[config.mk]
export PLATFORM = sky130hd
export DESIGN_NAME = walker_sequencer
export DESIGN_NICKNAME = d
export VERILOG_FILES = /design/src/rtl/walker_sequencer.sv
export SDC_FILE = /design/constraint.sdc
export NUM_CORES = 1
export LEC_CHECK = 0
export ABC_AREA = 1
export BUFFER_PORTS_ARGS = -buffer_cell sky130_fd_sc_hd__buf_2
export CAP_MARGIN = 20
export CORE_MARGIN = 2
export CORE_UTILIZATION = 57
export DETAILED_ROUTE_END_ITERATION = 10
export PLACE_DENSITY = 0.76
export SLEW_MARGIN = 20
export SYNTH_ARGS = -nofsm -noshare
export SYNTH_HDL_FRONTEND = slang
export SYNTH_SLANG_ARGS = --single-unit
[constraint.sdc]
create_clock -name i_clk -period 2.8 [get_ports i_clk]
set_input_delay 0.42 -clock i_clk [delete_from_list [all_inputs] [get_ports i_clk]]
set_output_delay 0.42 -clock i_clk [all_outputs]
set_load 0.01 [all_outputs]
[src/rtl/walker_sequencer.sv]
// walker_sequencer: runs i_count single-beat Wishbone writes ("walks") with
// idle gaps between them, stall/ack timeout abort, done pulse and error flag.
// Ports: i_clk, i_reset_n (async low); i_trigger, i_count start a run;
//   o_cyc/o_stb/o_we/o_addr/o_data with i_stall/i_ack/i_data form the
//   pipelined Wishbone master; o_busy, o_done, o_err, o_walks report status.
module walker_sequencer #(
    parameter int STALL_TIMEOUT = 64,
    parameter int GAP           = 4
) (
    input  logic       i_clk,
    input  logic       i_reset_n,
    input  logic       i_trigger,
    input  logic [3:0] i_count,
    output logic       o_cyc,
    output logic       o_stb,
    output logic       o_we,
    output logic       o_addr,
    output logic [5:0] o_data,
    input  logic       i_stall,
    input  logic       i_ack,
    input  logic [5:0] i_data,
    output logic       o_busy,
    output logic       o_done,
    output logic       o_err,
    output logic [3:0] o_walks
);

    typedef enum logic [1:0] {
        S_IDLE,
        S_WRITE,
        S_ACKWAIT,
        S_GAP
    } state_t;

    localparam int TW = (STALL_TIMEOUT > 1) ? $clog2(STALL_TIMEOUT) : 1;
    localparam logic [TW-1:0] T_LAST = TW'(STALL_TIMEOUT - 1);
    localparam logic [7:0] G_LAST = (GAP == 0) ? 8'd0 : 8'(GAP - 1);

    state_t        state, state_n;
    logic [3:0]    count_q, count_n;
    logic [3:0]    walks_n, walks_inc;
    logic [TW-1:0] tcnt, tcnt_n;
    logic [7:0]    gcnt, gcnt_n;
    logic [5:0]    data_n;
    logic          done_n, err_n;
    logic          unused_data;

    // Read data is never consumed.
    assign unused_data = ^i_data;
    assign o_addr      = 1'b0;
    assign walks_inc   = o_walks + 4'd1;

    always_comb begin
        state_n = state;
        count_n = count_q;
        walks_n = o_walks;
        tcnt_n  = tcnt;
        gcnt_n  = gcnt;
        data_n  = o_data;
        done_n  = 1'b0;
        err_n   = o_err;
        unique case (state)
            S_IDLE: begin
                if (i_trigger) begin
                    walks_n = 4'd0;
                    err_n   = 1'b0;
                    if (i_count != 4'd0) begin
                        count_n = i_count;
                        tcnt_n  = '0;
                        data_n  = 6'd0;
                        state_n = S_WRITE;
                    end else begin
                        done_n = 1'b1;
                    end
                end
            end
            S_WRITE: begin
                if (!i_stall) begin
                    tcnt_n  = '0;
                    state_n = S_ACKWAIT;
                end else if (tcnt == T_LAST) begin
                    err_n   = 1'b1;
                    state_n = S_IDLE;
                end else begin
                    tcnt_n = tcnt + 1'b1;
                end
            end
            S_ACKWAIT: begin
                if (i_ack) begin
                    walks_n = walks_inc;
                    if (walks_inc < count_q) begin
                        if (GAP == 0) begin
                            // No gap: keep the cycle open into the next write.
                            tcnt_n  = '0;
                            data_n  = {2'b00, walks_inc};
                            state_n = S_WRITE;
                        end else begin
                            gcnt_n  = 8'd0;
                            state_n = S_GAP;
                        end
                    end else begin
                        done_n  = 1'b1;
                        state_n = S_IDLE;
                    end
                end else if (tcnt == T_LAST) begin
                    err_n   = 1'b1;
                    state_n = S_IDLE;
                end else begin
                    tcnt_n = tcnt + 1'b1;
                end
            end
            S_GAP: begin
                if (gcnt == G_LAST) begin
                    tcnt_n  = '0;
                    data_n  = {2'b00, o_walks};
                    state_n = S_WRITE;
                end else begin
                    gcnt_n = gcnt + 8'd1;
                end
            end
            default: state_n = S_IDLE;
        endcase
    end

    // Bus/status outputs are registered from the next state so they change
    // on the same edge as the state they describe.
    always_ff @(posedge i_clk or negedge i_reset_n) begin
        if (!i_reset_n) begin
            state   <= S_IDLE;
            count_q <= 4'd0;
            o_walks <= 4'd0;
            tcnt    <= '0;
            gcnt    <= 8'd0;
            o_data  <= 6'd0;
            o_done  <= 1'b0;
            o_err   <= 1'b0;
            o_cyc   <= 1'b0;
            o_stb   <= 1'b0;
            o_we    <= 1'b0;
            o_busy  <= 1'b0;
        end else begin
            state   <= state_n;
            count_q <= count_n;
            o_walks <= walks_n;
            tcnt    <= tcnt_n;
            gcnt    <= gcnt_n;
            o_data  <= data_n;
            o_done  <= done_n;
            o_err   <= err_n;
            o_cyc   <= (state_n == S_WRITE) || (state_n == S_ACKWAIT);
            o_stb   <= (state_n == S_WRITE);
            o_we    <= (state_n == S_WRITE);
            o_busy  <= (state_n != S_IDLE);
        end
    end

endmodule
==> metrics.log <==
INFO  metric area_delta_synth_final = 8.77%
INFO  metric r2r_cells = 15
INFO  metric endpoint_kind = flop
INFO  metric post-place-ws = 575 ps
INFO  metric portBuffers = 22
INFO  metric commonest_cells_after_routing_fill_and_taps_aside = sky130_fd_sc_hd__nand2_1 (78), sky130_fd_sc_hd__dfrtp_1 (33), sky130_fd_sc_hd__inv_1 (32), sky130_fd_sc_hd__nand3_1 (23), sky130_fd_sc_hd__buf_2 (22)
INFO  metric drive_gt1_frac = 0.212
INFO  metric setup_repair_after_global_routing_missed_its_margin = no
INFO  metric timing.setup.critical_path_class = flop to flop
INFO  metric yosys_most_used_dff = sky130_fd_sc_hd__dfrtp_1
INFO  metric slowest_delay = 450 ps
INFO  metric grt_most_used_layer = met2
INFO  metric std_cell_rows = 21
INFO  metric synthesis.area = 2080 µm²
INFO  metric syn-mean-instance-area = 7.80 µm²
INFO  metric path_max_fanout = 7
INFO  metric antenna_found_initial = 0
INFO  metric clkSlewWorstSetupHoldPaths = 100 ps
INFO  metric place.detailed.hpwl = 2.92 mm
INFO  metric count_of_flip_flops_with_a_built_in_enable_after_synthesis = 0
INFO  metric hold_viol_final = 0
INFO  metric ctsResizeCount = 0
INFO  metric setup_viol = 0
INFO  metric wirelength = 3.86 mm
INFO  metric cts_max_path_buffers = 2
INFO  metric yosysUniqueCellTypes = 35
INFO  metric grt_start_max_net_pins = 34
INFO  metric ant_nets_after_route = 0
INFO  metric timing_worst_slew_pin_value = 729 ps
INFO  metric route.detailed.wl_per_inst = 11.4 µm
INFO  metric clock_insertion_delay_worst_skew = 330 ps
INFO  metric synth_sequential_area_ratio = 0.396
INFO  metric ctsHtreeMaxLevel = 2
INFO  metric worst_ep_required_time = 3040 ps
INFO  metric overflow = 0
INFO  metric critPathTopFamily = adder cells
INFO  metric crit_chain = ha_1 -> xnor2_1 -> inv_1 -> ha_1 -> nand2_1 -> inv_1 -> nand2_1 -> nand2_1 -> nand2_1 -> nand3_1 -> nand3_1 -> nand2_1 -> inv_1 -> ha_1 -> inv_1
INFO  metric globalRouteMet1Util = 0.265
INFO  metric dr.pass1.iters = 4
INFO  metric first_global_vias = 1,632
INFO  metric timing.max_cap.violations = 0
INFO  metric design.portCount = 32
INFO  metric layout.cells.most_common = sky130_fd_sc_hd__nand2_1
INFO  metric number_of_buffer_and_inverter_stages_on_the_critical_path = 4
INFO  metric postCtsSetupBuffers = 0
INFO  metric cts.sinks = 33
INFO  metric drc_violations_left = 0
INFO  metric tritoncts = built
INFO  metric clock-skew-final = 4.90 ps
INFO  metric worst_r2r_endpoint = o_cyc$_DFF_PN0_
INFO  metric status = finished clean
INFO  metric fill_cells = 313
INFO  metric die_height = 64.5 µm
INFO  metric globalplace.congestion = 0.812
INFO  metric grtUsageTotal = 0.214
INFO  metric coreArea = 3420 µm²
INFO  metric timing.critical_path.from_type = flop
INFO  metric period_share = 0.797
INFO  metric synth_async_reset_ratio = 1.00
INFO  metric worst_case_headroom_to_the_max_slew_limit = 0.514
INFO  metric diodes = 0
INFO  metric clock.fmax = 0.448 GHz
INFO  metric avgViaCountPerCell = 5.06
INFO  metric yosys_register_bits = 33
INFO  metric clock-root-buffer = sky130_fd_sc_hd__clkbuf_4
INFO  metric yosys_warnings = 0
INFO  metric vias = 1,717
INFO  metric r2r_start = o_walks[0]$_DFFE_PN0P_
INFO  metric initial_core_util = 0.610
INFO  metric design.die.area = 4150 µm²
INFO  metric crit_path_top_delay_cell = sky130_fd_sc_hd__dfrtp_1
INFO  metric timing.final.max_slew_violations = 0
INFO  metric crit_path_frequent_cell = sky130_fd_sc_hd__nand2_1
INFO  metric gr-usage-met2 = 0.361
INFO  metric cts-buffers-inserted = 5
INFO  metric post-route-worst-setup-slack = 568 ps
INFO  metric count_of_hold_fix_buffers_inserted_at_cts = 0
INFO  metric power_leakage = 1.18 nW
INFO  metric dr.first_iter.drc_count = 90
INFO  metric grt_first_pass_wirelength = 6.87 mm
INFO  metric synthesis.instances = 267
INFO  metric period_minus_slack = 2230 ps
INFO  metric irDropWorstVdd = 0.543 mV
INFO  metric power_density = 876 nW/µm²
INFO  metric cp_data_arrival_time = 2470 ps
INFO  metric die_width = 64.5 µm
INFO  metric layout.nets = 319
INFO  metric ff2ff_setup_slack = 570 ps
INFO  metric hold_path_class = input pin to asynchronous set/reset pin
INFO  metric setup_tns = 0 ps
INFO  metric grt_use_met3 = 0.0521
-- layer usage --
metal / vias up / part of all wire
li1: 892 / -
met1: 784 / 0.48
met2: 32 / 0.47
met5: - / 0
met3: 9 / 0.039
met4: 0 / 0.019
-- synthesized netlist by cell type, types with 2 or more instances --
cell / number / share of area
sky130_fd_sc_hd__buf_2: 2 / 0.0048
sky130_fd_sc_hd__nand2_1: 78 / 0.14
sky130_fd_sc_hd__nor2_2: 2 / 0.0060
sky130_fd_sc_hd__nand4_1: 6 / 0.018
sky130_fd_sc_hd__buf_4: 4 / 0.014
sky130_fd_sc_hd__nor3_1: 2 / 0.0048
sky130_fd_sc_hd__dfrtp_1: 33 / 0.40
sky130_fd_sc_hd__xor2_1: 4 / 0.017
sky130_fd_sc_hd__o21ai_2: 8 / 0.034
sky130_fd_sc_hd__nand3_1: 23 / 0.055
sky130_fd_sc_hd__nor2_1: 12 / 0.022
sky130_fd_sc_hd__nand2_4: 3 / 0.016
sky130_fd_sc_hd__ha_1: 12 / 0.072
sky130_fd_sc_hd__or2_2: 4 / 0.012
sky130_fd_sc_hd__inv_1: 32 / 0.058
sky130_fd_sc_hd__o21ai_1: 11 / 0.026
sky130_fd_sc_hd__o21ai_0: 6 / 0.014
sky130_fd_sc_hd__inv_2: 8 / 0.014
-- worst register-to-register path, delay by kind of cell (launching register included) --
kind	cells	cell delay [ps]
xor+xnor	1	190
fa+ha+maj	3	760
buf+inv	4	200
flops	1	450
simple gates	7	540
-- worst max path at each step --
stage | start | cells after the start | endpoint | slack [ps]
global placement | o_walks[0]$_DFFE_PN0P_ | 15 | o_cyc$_DFF_PN0_ | 610
detailed placement | o_walks[0]$_DFFE_PN0P_ | 15 | o_cyc$_DFF_PN0_ | 580
finish | o_walks[0]$_DFFE_PN0P_ | 15 | o_cyc$_DFF_PN0_ | 570
CTS | o_walks[0]$_DFFE_PN0P_ | 15 | o_cyc$_DFF_PN0_ | 560
global route | o_walks[0]$_DFFE_PN0P_ | 15 | o_cyc$_DFF_PN0_ | 300
floorplan | o_walks[0]$_DFFE_PN0P_ | 15 | o_cyc$_DFF_PN0_ | 740
-- final cells by class --
type,instances,area [µm²],share of cell area
Clock inverter,3,17.5,0.00773
Timing Repair Buffer,23,118,0.0519
Tap cell,46,57.6,0.0254
Multi-Input combinational cell,189,1060,0.468
Inverter,40,150,0.0663
Clock buffer,5,37.5,0.0166
Sequential cell,33,826,0.364
-- registers in the layout, summed over array words and instances, names as in the netlist --
name / count
count_q: 4
o_data: 4
o_done: 1
o_cyc: 1
gcnt: 8
tcnt: 6
o_err: 1
o_busy: 1
o_we: 1
o_walks: 4
state: 2
-- cells by family after synthesis --
group	count (synthesis)	synth area share
AND/OR/NAND/NOR	137	0.309
buffers and inverters	47	0.0985
flip-flops	33	0.396
AO/OA/AOI/OAI	31	0.0955
adder cells (fa/ha/maj)	12	0.0721
XOR/XNOR	5	0.0210
other	1	0.00180
multiplexers	1	0.00541
-- power breakdown --
group	leakage (nW)	internal (mW)	switching [mW]
clock	0.0310	0.0945	0.161
combinational	0.712	0.367	0.685
sequential	0.439	0.592	0.0845
-- per-stage QoR --
| stage | hold WS, ps | cells | util | power, mW | instance area, µm² |
|---|---|---|---|---|---|
| finish | 133 | 339 | 0.663 | 1.98 | 2270 |
| global route | 188 | 339 | 0.663 | 2.21 | 2270 |
| CTS | 139 | 339 | 0.663 | 2.01 | 2270 |
| detailed placement | 454 | 331 | 0.647 | 1.74 | 2210 |
| global placement | 450 | 331 | 0.647 | 1.72 | 2210 |
| floorplan | 124 | 269 | - | 1.53 | 2090 |
(Power assumes the default switching activity.)
